--- src/rtl/jg_div_seq.sv ---
// Iterative radix-2 restoring divider: one quotient bit per clock, signed or
// unsigned operands, divide-by-zero detection and a ready/valid request port.
module jg_div_seq #(
  parameter int unsigned W = 8
) (
  input  logic         CCLK,
  input  logic         SSE_n,
  input  logic         i_valid,
  output logic         i_ready,
  input  logic [W-1:0] Dividend,
  input  logic [W-1:0] Divisor,
  input  logic         Signed,
  output logic [W-1:0] quotient,
  output logic [W-1:0] remainder,
  output logic         DivByZero,
  output logic         DivResult
);

  localparam int unsigned CW = $clog2(W) + 1;

  localparam logic [1:0] S_IDLE = 2'd0;
  localparam logic [1:0] S_RUN  = 2'd1;
  localparam logic [1:0] S_DONE = 2'd2;

  logic [1:0]    state_q, state_d;
  logic [CW-1:0] cnt_q, cnt_d;
  logic [W-1:0]  rem_q, rem_d;
  logic [W-1:0]  quo_q, quo_d;
  logic [W-1:0]  dvs_q, dvs_d;
  logic          neg_quo_q, neg_quo_d;
  logic          neg_rem_q, neg_rem_d;

  logic          ready_d;
  logic [W-1:0]  quotient_d, remainder_d;
  logic          dbz_d, result_d;

  logic          dvd_neg, dvs_neg;
  logic [W-1:0]  dvd_mag, dvs_mag;
  logic [W:0]    shifted;
  logic          fits;
  logic [W-1:0]  step_rem, step_quo;

  // Operand magnitudes and sign flags, taken straight from the request port.
  always_comb begin
    dvd_neg = Signed & Dividend[W-1];
    dvs_neg = Signed & Divisor[W-1];
    dvd_mag = dvd_neg ? (~Dividend + W'(1)) : Dividend;
    dvs_mag = dvs_neg ? (~Divisor + W'(1)) : Divisor;
  end

  // One restoring step: shift the next dividend bit in and trial-subtract.
  // The partial remainder always stays below the divisor, so W bits hold it;
  // only the shifted value needs the extra bit.
  always_comb begin
    shifted  = {rem_q, quo_q[W-1]};
    fits     = shifted >= {1'b0, dvs_q};
    step_rem = fits ? W'(shifted - {1'b0, dvs_q}) : shifted[W-1:0];
    step_quo = {quo_q[W-2:0], fits};
  end

  // Next-state, datapath and output decode.
  always_comb begin
    state_d     = state_q;
    cnt_d       = cnt_q;
    rem_d       = rem_q;
    quo_d       = quo_q;
    dvs_d       = dvs_q;
    neg_quo_d   = neg_quo_q;
    neg_rem_d   = neg_rem_q;
    ready_d     = i_ready;
    quotient_d  = quotient;
    remainder_d = remainder;
    dbz_d       = DivByZero;
    result_d    = 1'b0;

    case (state_q)
      S_IDLE: begin
        ready_d = 1'b1;
        if (i_valid) begin
          ready_d = 1'b0;
          if (Divisor == '0) begin
            state_d     = S_DONE;
            quotient_d  = '1;
            remainder_d = Dividend;
            dbz_d       = 1'b1;
            result_d    = 1'b1;
          end else begin
            state_d   = S_RUN;
            cnt_d     = CW'(W);
            rem_d     = '0;
            quo_d     = dvd_mag;
            dvs_d     = dvs_mag;
            neg_quo_d = dvd_neg ^ dvs_neg;
            neg_rem_d = dvd_neg;
          end
        end
      end
      S_RUN: begin
        ready_d = 1'b0;
        rem_d   = step_rem;
        quo_d   = step_quo;
        cnt_d   = cnt_q - CW'(1);
        if (cnt_q == CW'(1)) begin
          state_d     = S_DONE;
          quotient_d  = neg_quo_q ? (~step_quo + W'(1)) : step_quo;
          remainder_d = neg_rem_q ? (~step_rem + W'(1)) : step_rem;
          dbz_d       = 1'b0;
          result_d    = 1'b1;
        end
      end
      S_DONE: begin
        state_d = S_IDLE;
        ready_d = 1'b1;
      end
      default: begin
        state_d = S_IDLE;
        ready_d = 1'b1;
      end
    endcase
  end

  // State register.
  always_ff @(posedge CCLK or negedge SSE_n) begin
    if (!SSE_n) state_q <= S_IDLE;
    else        state_q <= state_d;
  end

  // Datapath and registered outputs.
  always_ff @(posedge CCLK or negedge SSE_n) begin
    if (!SSE_n) begin
      cnt_q     <= '0;
      rem_q     <= '0;
      quo_q     <= '0;
      dvs_q     <= '0;
      neg_quo_q <= 1'b0;
      neg_rem_q <= 1'b0;
      i_ready   <= 1'b1;
      quotient  <= '0;
      remainder <= '0;
      DivByZero <= 1'b0;
      DivResult <= 1'b0;
    end else begin
      cnt_q     <= cnt_d;
      rem_q     <= rem_d;
      quo_q     <= quo_d;
      dvs_q     <= dvs_d;
      neg_quo_q <= neg_quo_d;
      neg_rem_q <= neg_rem_d;
      i_ready   <= ready_d;
      quotient  <= quotient_d;
      remainder <= remainder_d;
      DivByZero <= dbz_d;
      DivResult <= result_d;
    end
  end

endmodule

--- config.mk ---
export PLATFORM = sky130hd
export DESIGN_NAME = jg_div_seq
export DESIGN_NICKNAME = d
export VERILOG_FILES = /design/src/rtl/jg_div_seq.sv
export SDC_FILE = /design/constraint.sdc
export NUM_CORES = 1
export LEC_CHECK = 0
export CAP_MARGIN = 30
export CORE_MARGIN = 2
export CORE_UTILIZATION = 40
export DETAILED_ROUTE_END_ITERATION = 10
export PLACE_DENSITY = 0.62
export SLEW_MARGIN = 20
export SYNTH_ARGS = -nofsm -noshare
export SYNTH_HDL_FRONTEND = slang
export SYNTH_SLANG_ARGS = --single-unit
--- constraint.sdc ---
create_clock -name CCLK -period 2.9 [get_ports CCLK]
set_input_delay 0.435 -clock CCLK [delete_from_list [all_inputs] [get_ports CCLK]]
set_output_delay 0.435 -clock CCLK [all_outputs]
set_load 0.05 [all_outputs]
==> flow_summary.toml <==
[final_layout]
nFillCells = 727
drive_above_1_share_pct = 14.9
final_cell_mix = "dfrtp_1 (49), nand2_1 (48), clkdlybuf4s50_1 (37), nor2_1 (32), a21oi_1 (26)"
syn2layout_area_growth_pct = 24.9
nets = 470
final_common_cell = "dfrtp_1"
num_antenna_cells = 0

[critical_path]
arrival_ns = 3.07
start_kind = "flip-flop"
worstSetupPathType = "flip-flop to flip-flop"
worst-path-max-fanout = 5
crit_required_ns = 3.10
end_kind = "flip-flop"
r2r_start = "quo_q[7]"
crit_start = "quo_q[7]"

[timing]
max_clock_freq_mhz = 348
final.setup_skew_ns = 0.0108
worstMarginPinSlew_ns = 0.793
slew_violations = 0
period_minus_slack_ns = 2.87
maxSlewHeadroom_pct = 47.2
final-hold-violation-count = 0
rsz0062_at_grt = "true"
setup_ws_ns = 0.0273
finalSetupViolations = 0
min_period_over_period_pct = 99.1

[place]
place_congestion = 0.850
place_hpwl_um = 6120
numPortBuffers = 38
place_ws_ns = 0.0774

[die]
die_h_um = 94.3
rows = 32
dieArea_um2 = 8890
core_area_um2 = 7810
dieWidth_um = 94.3
start_util_pct = 41.8
ios = 39

[clock_tree]
clkSinkCount = 51
htree_num_levels = 2
holdBufCountCts = 0
path_clk_slew_ns = 0.11
cts_inserted_buffers = 5
cts_buffer_depth = 2
insertion_delay_ns = 0.32
cts_root_buf = "clkbuf_8"
cts_tree = "done"

[grt]
grt_overflow = 0
antenna_found_initial = 0
grt_pass1_vias = 2691
grtUsageTotal_pct = 19.1
grt_pass1_wl_um = 13300
grt_max_degree = 29

[logic_synthesis]
synth.avg_cell_area_um2 = 8.54
synth_edf_count = 0
yosysSeqAreaShare_pct = 39.2
ys_warn_count = 0
ys_types = 51
synthArstFlopShare_pct = 100
syn_nets = 417
synth_area_um2 = 3260
syn_inst = 382
synth-main-ff-cell = "dfrtp_1"
ys_ff_latch = 51

[hold_path]
hp-class = "primary input to async pin"

[route]
num_vias = 2862
drc = 0
ant_nets = 0
drt_iter0_markers = 193
drtPass1Iterations = 4
routed_wl_um = 8270
post_drt_wl_per_cell_um = 15.4
via_per_inst = 5.32

[run]
drv_cap = 0

[run_status]
outcome = "finished, final reports clean"
==> through the flow <==
stage                     cell area [um2]  hold slack, ns  cells  util (%)  setup TNS [ns]
after floorplan                      3270           0.139    382         -               0
after global placement               3830           0.469    525      49.0               0
after detailed placement             3850           0.399    526      49.3               0
after CTS                            3940          0.0493    534      50.5               0
after global routing                 4080          0.0665    538      52.2          -0.195
final                                4080          0.0363    538      52.2               0
==> synthesized netlist by cell type (all sizes together), types with 4 or more instances <==
library cell	n	area share [%]
dfrtp	50	38
nand2	50	5.8
o21ai	38	5.8
nor2	34	4.2
a21oi	29	4.6
inv	22	2.5
xor2	16	4.3
ha	14	5.4
xnor2	14	3.8
nand3	13	2.0
clkbuf	11	1.3
mux2i	8	2.5
o31ai	8	2.0
a31oi	7	1.3
nand2b	7	1.3
or3	7	1.3
a21o	5	1.2
nor3	5	0.92
a211oi	4	1.1
buf	4	1.2
or2	4	0.77
==> critical path, cell delays in order, from the launching register on <==
cell and delay (ns):
dfrtp_1 0.41, inv_2 0.07, ha_4 0.20, nand2b_4 0.13, a21o_1 0.16, a21oi_2 0.17, nand2_2 0.09, inv_4 0.09
mux2i_2 0.24, ha_2 0.23, nand2_2 0.06, or3_4 0.39, o31ai_4 0.25, xnor2_1 0.14, o211ai_1 0.11
==> sequential cells by signal, summed over array words and instances, names as in the netlist <==
register / cells
DivResult: 1
dvs_q: 8
state_q: 2
i_ready: 1
remainder: 8
neg_quo_q: 1
neg_rem_q: 1
quotient: 8
rem_q: 8
cnt_q: 4
quo_q: 8
DivByZero: 1
==> final timing paths <==
path | endpoint | slack, ns | cells past startpoint
max | remainder[6] | 0.03 | 14
min | quotient[6] | 0.04 | 1
max reg2reg | remainder[6] | 0.03 | 14
min reg2reg | i_ready | 0.50 | 1
max in group asynchronous | remainder[0] | 2.23 | 3
min in group CCLK | i_ready | 0.50 | 1
==> what timing repair did <==
item,in CTS,in global routing
endpoints found under the hold margin,0,0
resized for setup,0,21
endpoints found under the setup margin,0,3
setup buffers,0,4
==> logic make-up after synthesis <==
group / count (synthesis) / share of synthesized area [%]
mux: 8 / 2.46
xor+xnor: 30 / 8.06
fa+ha+maj: 15 / 5.98
simple gates: 134 / 19.4
compound gates: 106 / 19.9
buf+inv: 38 / 5.10
flops: 51 / 39.2
==> final cells by class <==
class	instances	area [um2]	share of cell area [%]
flip-flops and latches	51	1280	31.4
repair buffers	61	561	13.8
clock buffers	5	68.8	1.69
well taps	102	128	3.13
inverters	23	90.1	2.21
multi-input cells	293	1930	47.3
clock inverters	3	23.8	0.583
==> layer usage <==
| metal | share of wire [%] | track usage [%] | vias to the layer above |
|---|---|---|---|
| li1 | - | - | 1435 |
| met1 | 48 | 27.3 | 1352 |
| met2 | 47 | 30.7 | 63 |
| met3 | 3.8 | 2.49 | 12 |
| met4 | 1.2 | 5.07 | 0 |
| met5 | 0 | 0 | - |
Power is left out: the tool's default activity adds up to more than one toggle a clock period on the data nets, which glitch-free logic cannot reach.
